<file path="src/rtl/module_ula_74181_seq_ctrl.sv">
// Sequences one external 4-bit 74181 slice across NIBBLES nibbles, LSB first,
// rippling carry and accumulating the A=B flag into a W-bit result.
module module_ula_74181_seq_ctrl #(
  parameter int NIBBLES = 4
) (
  input  logic                   clk,
  input  logic                   rst,
  input  logic                   start,
  input  logic [4*NIBBLES-1:0]   op_a,
  input  logic [4*NIBBLES-1:0]   op_b,
  input  logic [3:0]             op_s,
  input  logic                   op_m,
  input  logic                   op_cin,
  output logic [3:0]             alu_a,
  output logic [3:0]             alu_b,
  output logic [3:0]             alu_s,
  output logic                   alu_m,
  output logic                   alu_c_in,
  output logic                   alu_t,
  input  logic [3:0]             alu_f,
  input  logic                   alu_c_out,
  input  logic                   alu_a_eq_b,
  output logic                   busy,
  output logic                   done,
  output logic [4*NIBBLES-1:0]   result,
  output logic                   carry,
  output logic                   a_eq_b
);

  localparam int W  = 4 * NIBBLES;
  localparam int IW = (NIBBLES > 1) ? $clog2(NIBBLES) : 1;

  // state  | meaning
  // S_IDLE | waiting for start, outputs held
  // S_RUN  | one nibble per cycle through the slice
  // S_DONE | one-cycle done pulse
  typedef enum logic [1:0] {S_IDLE, S_RUN, S_DONE} state_t;

  state_t          r_state, w_next;
  logic [W-1:0]    r_a, r_b, r_result;
  logic [3:0]      r_s;
  logic            r_m, r_cin, r_carry, r_eq;
  logic [IW-1:0]   r_idx;
  logic [IW+1:0]   w_ofs;
  logic            w_first, w_last;

  assign w_ofs   = {r_idx, 2'b00};
  assign w_first = (r_idx == '0);
  assign w_last  = (r_idx == IW'(NIBBLES - 1));

  assign result = r_result;
  assign carry  = r_carry;
  assign a_eq_b = r_eq;

  always_ff @(posedge clk) begin
    if (rst) r_state <= S_IDLE;
    else     r_state <= w_next;
  end

  always_comb begin
    w_next   = r_state;
    alu_a    = 4'd0;
    alu_b    = 4'd0;
    alu_s    = 4'd0;
    alu_m    = 1'b0;
    alu_c_in = 1'b0;
    alu_t    = 1'b0;
    busy     = 1'b0;
    done     = 1'b0;
    case (r_state)
      S_IDLE: if (start) w_next = S_RUN;
      S_RUN: begin
        busy     = 1'b1;
        alu_a    = r_a[w_ofs +: 4];
        alu_b    = r_b[w_ofs +: 4];
        alu_s    = r_s;
        alu_m    = r_m;
        alu_t    = !w_first;
        alu_c_in = w_first ? r_cin : r_carry;
        if (w_last) w_next = S_DONE;
      end
      S_DONE: begin
        done   = 1'b1;
        w_next = S_IDLE;
      end
      default: w_next = S_IDLE;
    endcase
  end

  always_ff @(posedge clk) begin
    if (rst) begin
      r_a      <= '0;
      r_b      <= '0;
      r_s      <= '0;
      r_m      <= 1'b0;
      r_cin    <= 1'b0;
      r_idx    <= '0;
      r_result <= '0;
      r_carry  <= 1'b0;
      r_eq     <= 1'b0;
    end else begin
      case (r_state)
        S_IDLE: begin
          if (start) begin
            r_a   <= op_a;
            r_b   <= op_b;
            r_s   <= op_s;
            r_m   <= op_m;
            r_cin <= op_cin;
            r_idx <= '0;
            r_eq  <= 1'b1;
          end
        end
        S_RUN: begin
          r_result[w_ofs +: 4] <= alu_f;
          r_carry              <= alu_c_out;
          r_eq                 <= r_eq & alu_a_eq_b;
          r_idx                <= w_last ? '0 : r_idx + 1'b1;
        end
        default: ;
      endcase
    end
  end

endmodule

</file>
<file path="config.mk">
export PLATFORM = sky130hd
export DESIGN_NAME = module_ula_74181_seq_ctrl
export DESIGN_NICKNAME = d
export VERILOG_FILES = /design/src/rtl/module_ula_74181_seq_ctrl.sv
export SDC_FILE = /design/constraint.sdc
export NUM_CORES = 1
export LEC_CHECK = 0
export ABC_AREA = 0
export CAP_MARGIN = 40
export CORE_ASPECT_RATIO = 0.7
export CORE_MARGIN = 3
export CORE_UTILIZATION = 40
export CTS_CLUSTER_SIZE = 30
export DETAILED_ROUTE_END_ITERATION = 8
export PLACE_DENSITY = 0.78
export REMOVE_ABC_BUFFERS = 1
export SYNTH_ARGS = -nofsm -noshare
export SYNTH_HDL_FRONTEND = slang
export SYNTH_SLANG_ARGS = --single-unit
</file>
<file path="constraint.sdc">
create_clock -name clk -period 1.9 [get_ports clk]
set_input_delay 0.285 -clock clk [delete_from_list [all_inputs] [get_ports clk]]
set_output_delay 0.285 -clock clk [all_outputs]
set_load 0.05 [all_outputs]
</file>
==> qor.txt, run 1 <==
status - finished with violations
violated checks - negative setup slack
Initial DRC Count - 149
Synth warnings - 0
commonest cells after routing, fill and taps aside - 95 x nand2_1, 63 x clkdlybuf4s50_1, 59 x dfxtp_1, 58 x a21oi_1, 16 x buf_4
Synth Flop Type - dfxtp_1
P_leak - 1.42 nW
layout cells sized above 1 - 19.2%
Site Rows - 24
DP Cell Count - 468
largest net degree at the start of global routing - 39
Psw - 0.000788 W
Antenna Nets Post-Route - 0
cts hold-fix bufs - 0
number of global-route vias before repair - 2,254
Reg clk slew, reported paths - 60 ps
Fillers - 588
unrepaired setup endpoints after global routing - yes
initial antenna violation count - 0
Vias - 2,464
Congestion Overflow GR - 0
number of clock sinks - 60
ys async rst share - 0%
Initial Utilization - 42.0%
critical path arrival - 1660 ps
post-route clock period utilization - 102%
Synth area leader - dfxtp_1
PortBufs - 81
most common cell after layout, fill and taps aside - nand2_1
# setup viols final - 6
Non-Filler Instances - 487
f_max - 515 MHz
sw frac - 27.5%
core area - 6370 sq um
cell count after synthesis - 307
CTS max path bufs - 2
Max-slew headroom - 65.3%
area grow syn2layout - 44.4%
hpwl dp - 4.88 mm
Root Buffer - clkbuf_8
Worst-Skew Late Latency - 330 ps
Clk pwr share - 33.1%
kind of start point of the critical path - register
required time worst endpoint - 1620 ps
Slew Limit Fails - 0
Die Y - 74.4 microns
GP Congestion - 0.886
max capacitance violation total - 0
Max Clock Skew - 11.0 ps
Final WS setup - -42.9 ps
ranking of synthesized cells by area - dfxtp_1 45%, nand2_1 13%, a21oi_1 11%, mux4_1 5.9%, nand4_1 3.3%
number of synthesized flops with an enable pin - 0
post-synthesis cell type count - 29
hold slack - 431 ps
cell internal pwr - 0.00208 W
drt wl/cell - 14.2 microns
CTS H-tree lvls - 3
final net count - 446
full die area - 7720 sq um
Ports - 82
Crit Path Category - register to output pin
final hold vios - 0
final WL - 6.90 mm
worst-path fanout max - 8
Num CTS Buffers - 9
CP Capture Type - output pin
power per cell area - 742 nW/um^2
Total GRT Usage - 18.0%
Die Wd - 104 microns
cell area after synthesis - 2680 sq um
worst vdd ir - 0.346 mV
Tightest Pin Transition - 518 ps
Sequential Power Share - 47.3%
mean post-synth cell area - 8.71 sq um
Yosys top cell area share - 44.9%
Comb power frac - 19.6%
CTS tree - done
post-route minimum period - 1940 ps
drt pass-1 iters - 4
Hold Crit Class - input port to register
Yosys reg bits - 60
DRC violations left - 0
diode count - 0
first-pass GRT wire length - 11.0 mm
Seq/Total Area, Yosys - 44.9%
vias per cell - 5.06
final timing paths:
kind / from / end / slack [ps] / cells past startpoint
worst max-delay path: r_idx[0] / alu_b[1] / -40 / 4
worst min-delay path: rst / r_a[3] / 430 / 2
worst max register to register: r_idx[0] / result[12] / 100 / 7
worst min register to register: r_s[0] / r_s[0] / 450 / 2
critical path, cell delays in order (launching register included):
cell and delay [ps]:
dfxtp_2 350, buf_8 140, mux4_2 510, and2_4 180, buf_6 150
flip-flops by register name, indices dropped and copies added, names as in the netlist:
signal,flops
r_a,16
r_state,2
r_m,1
a_eq_b,1
r_idx,2
r_s,4
result,16
r_b,16
carry,1
r_cin,1
per-stage QoR:
stage	setup slack, ps	utilization [%]	total power [W]	TNS [ps]	area, sq um
3_3_place_gp	178	56.7	0.00188	0	3610
6_report	-42.9	60.7	0.00287	-113	3860
2_1_floorplan	-420	-	0.00164	-1370	2510
5_1_grt	-104	60.7	0.00299	-664	3860
4_1_cts	-46.1	60.0	0.00287	-206	3820
3_5_place_dp	145	56.7	0.00190	0	3610
metal layers:
metal | vias up | global-route usage [%] | part of all wire [%]
met1 | 1132 | 24.6 | 47
met5 | - | 0 | 0
met2 | 117 | 28.0 | 45
li1 | 1210 | - | -
met4 | 0 | 5.31 | 0.70
met3 | 5 | 5.72 | 7.3
area by class of cell:
cell class	count	area (sq um)	area share [%]
well taps	91	114	2.95
clock inverters	3	15.0	0.389
inverters	4	17.5	0.453
multi-input cells	219	1320	34.2
flip-flops and latches	60	1200	31.1
clock buffers	11	141	3.66
repair buffers	99	1050	27.2
synthesized netlist by cell type, types with 3 or more instances:
| cell type | n |
|---|---|
| inv_1 | 3 |
| buf_2 | 5 |
| a21oi_1 | 58 |
| or3_1 | 3 |
| nand4_1 | 14 |
| and2_1 | 13 |
| dfxtp_1 | 60 |
| buf_4 | 4 |
| ha_1 | 6 |
| buf_6 | 5 |
| mux4_1 | 6 |
| nand2_1 | 95 |
| clkbuf_1 | 9 |
| nand3b_1 | 5 |
kinds of logic after synthesis:
| kind of cell | count (synthesis) | synth area share (%) |
|---|---|---|
| flip-flops | 60 | 44.9 |
| AO/OA/AOI/OAI | 60 | 11.2 |
| multiplexers | 9 | 7.95 |
| adder cells (fa/ha/maj) | 6 | 2.81 |
| buffers and inverters | 28 | 6.55 |
| AND/OR/NAND/NOR | 144 | 26.6 |
power by group through the flow:
stage | clock, W | combinational, W | sequential, W
after floorplan | 0 | 0.000226 | 0.00141
after global placement | 0 | 0.000511 | 0.00137
after detailed placement | 0 | 0.000522 | 0.00138
after CTS | 0.000967 | 0.000547 | 0.00135
after global routing | 0.00102 | 0.000607 | 0.00136
final | 0.000950 | 0.000561 | 0.00136
timing repair:
| action | CTS | global route |
|---|---|---|
| buffers inserted | 1 | 4 |
| pin swaps | 1 | 1 |
| resized for setup | 28 | 5 |
| endpoints found under the setup margin | 10 | 15 |
Note: power is estimated with default switching activity, not from simulation.
==> inputs of run 2 (changes only) <==
--- a/config.mk
+++ b/config.mk
@@ -7,7 +7,6 @@
 export LEC_CHECK = 0
 export ABC_AREA = 0
 export CAP_MARGIN = 40
-export CORE_ASPECT_RATIO = 0.7
 export CORE_MARGIN = 3
 export CORE_UTILIZATION = 40
 export CTS_CLUSTER_SIZE = 30
==> qor.txt, run 2 (same netlist as run 1, synthesis figures left out) <==
status - finished with violations
violated checks - negative setup slack
diode count - 0 (unchanged)
most common cell after layout, fill and taps aside - nand2_1
Max Clock Skew - 7.25 ps (-3.75 ps)
Num CTS Buffers - 9 (unchanged)
GP Congestion - 0.822 (-7.2%)
vias per cell - 5.13 (+1.4%)
final WL - 6.48 mm (-6.1%)
CTS tree - done
DRC violations left - 0 (unchanged)
worst reg2reg path depth - 7 (unchanged)
number of clock sinks - 60 (unchanged)
PortBufs - 81 (unchanged)
P_leak - 1.43 nW (+0.17%)
Congestion Overflow GR - 0 (unchanged)
CP Capture Type - output pin
Reg clk slew, reported paths - 60 ps (about the same)
hpwl dp - 4.65 mm (-4.7%)
number of global-route vias before repair - 2,291 (+1.6%)
overall power - 0.00300 W (+4.8%)
commonest cells after routing, fill and taps aside - 95 x nand2_1, 63 x clkdlybuf4s50_1, 58 x a21oi_1, 57 x dfxtp_1, 15 x buf_4
final net count - 444 (-0.45%)
max capacitance violation total - 0 (unchanged)
critical path arrival - 1650 ps (about the same)
Worst Hold End - result[8]
worst hold path depth - 2 (unchanged)
r2r setup slk - 160 ps (+60 ps)
pre-CTS setup slack - 173 ps (+27.2 ps)
Total GRT Usage - 17.8% (-0.22 points)
post-route cell area - 3860 sq um (about the same)
Crit Path Category - register to output pin
Reg-to-Reg Start - r_idx[0]
initial antenna violation count - 0 (unchanged)
kind of start point of the critical path - register
# setup viols final - 7 (+1)
post-route minimum period - 1930 ps (-7.95 ps)
Initial Utilization - 41.7% (-0.37 points)
Hold Crit Class - input port to register
Die Wd - 87.8 microns (-15%)
layout cells sized above 1 - 19.3% (+0.097 points)
Initial DRC Count - 127 (-15%)
power per cell area - 778 nW/um^2 (+4.9%)
CTS max path bufs - 2 (unchanged)
area grow syn2layout - 44.3% (about the same)
Final WS setup - -34.9 ps (+7.95 ps)
Worst-Skew Late Latency - 340 ps (about the same)
f_max - 517 MHz (+0.41%)
drt pass-1 iters - 4 (unchanged)
Tightest Pin Transition - 506 ps (-12.4 ps)
Root Buffer - clkbuf_8
core area - 6420 sq um (+0.88%)
Site Rows - 29 (+21%)
drt wl/cell - 13.8 microns (-2.9%)
Antenna Nets Post-Route - 0 (unchanged)
Vias - 2,417 (-1.9%)
first-pass GRT wire length - 10.5 mm (-4.5%)
worst vdd ir - 0.545 mV (+57%)
placed cell area - 3590 sq um (-0.62%)
Die Y - 87.8 microns (+18%)
full die area - 7710 sq um (-0.20%)
R2R Path End - result[12]
final hold vios - 0 (unchanged)
CTS H-tree lvls - 3 (unchanged)
hold slack - 358 ps (-73.0 ps)
largest net degree at the start of global routing - 24 (-38%)
Ports - 82 (unchanged)
Finished Core Util - 60.1% (-0.57 points)
unrepaired setup endpoints after global routing - yes
Slew Limit Fails - 0 (unchanged)
worst-path fanout max - 5 (-3)
post-route clock period utilization - 102% (-0.42 points)
Max-slew headroom - 66.2% (+0.83 points)
min-delay src - rst
required time worst endpoint - 1620 ps (about the same)
## run 2: cell count changes in the layout (fill, tap and decap cells not counted), sizes merged
cell / delta
buf: -2
bufinv: +1
clkbuf: +1
clkinv: -2
## run 2: worst max path at each step
stage                   from        to  slack (ps)  cells after the start
finish              r_idx[0]  alu_a[3]         -30                      4
global route        r_idx[0]  alu_b[3]        -100                      4
CTS                 r_idx[0]  alu_a[3]         -70                      4
detailed placement     start    r_a[9]         170                      5
global placement       start    r_a[2]         190                      5
floorplan           r_idx[0]  alu_c_in        -420                      4
## run 2: where the power goes
part / internal, W / switching, W
Combinational: 0.000262 / 0.000281
Sequential: 0.00132 / 0.0000369
Clock: 0.000660 / 0.000443
## run 2: what timing repair did
action                                 4_1_cts  5_1_grt
endpoints found under the hold margin        0        0
hold buffers                                 0        0
cloned                                       0        0
resized for setup                           31        5
setup endpoints to repair                   15       15
pin swaps                                    0        0
buffers inserted                             0        2
## run 2: layout make-up
cell class / count / area, sq um
clock buffer: 12 / 155
multi-input combinational: 219 / 1320
inverter: 4 / 20.0
tap: 77 / 96.3
timing repair buffer: 97 / 1030
fill: 578 / 2560
sequential: 60 / 1200
clock inverter: 2 / 35.0
## run 2: metal layers
metal	vias up	global-route usage (%)	routed length (microns)
met5	-	0	0
met4	0	9.48	126
met3	9	5.17	362
met2	85	29.9	3250
met1	1119	20.5	2740
li1	1204	-	-
## run 2: worst max-delay path, stage by stage, from the launching register on
cell and delay [ps]:
dfxtp_2 340, buf_6 140, mux4_2 510, and2_4 180, buf_6 140
## run 2: metrics by stage
step                      instances  setup TNS, ps
final                           471           -116
after global routing            471           -682
after CTS                       469           -414
after detailed placement        455              0
after global placement          455              0
after floorplan                 283          -1370
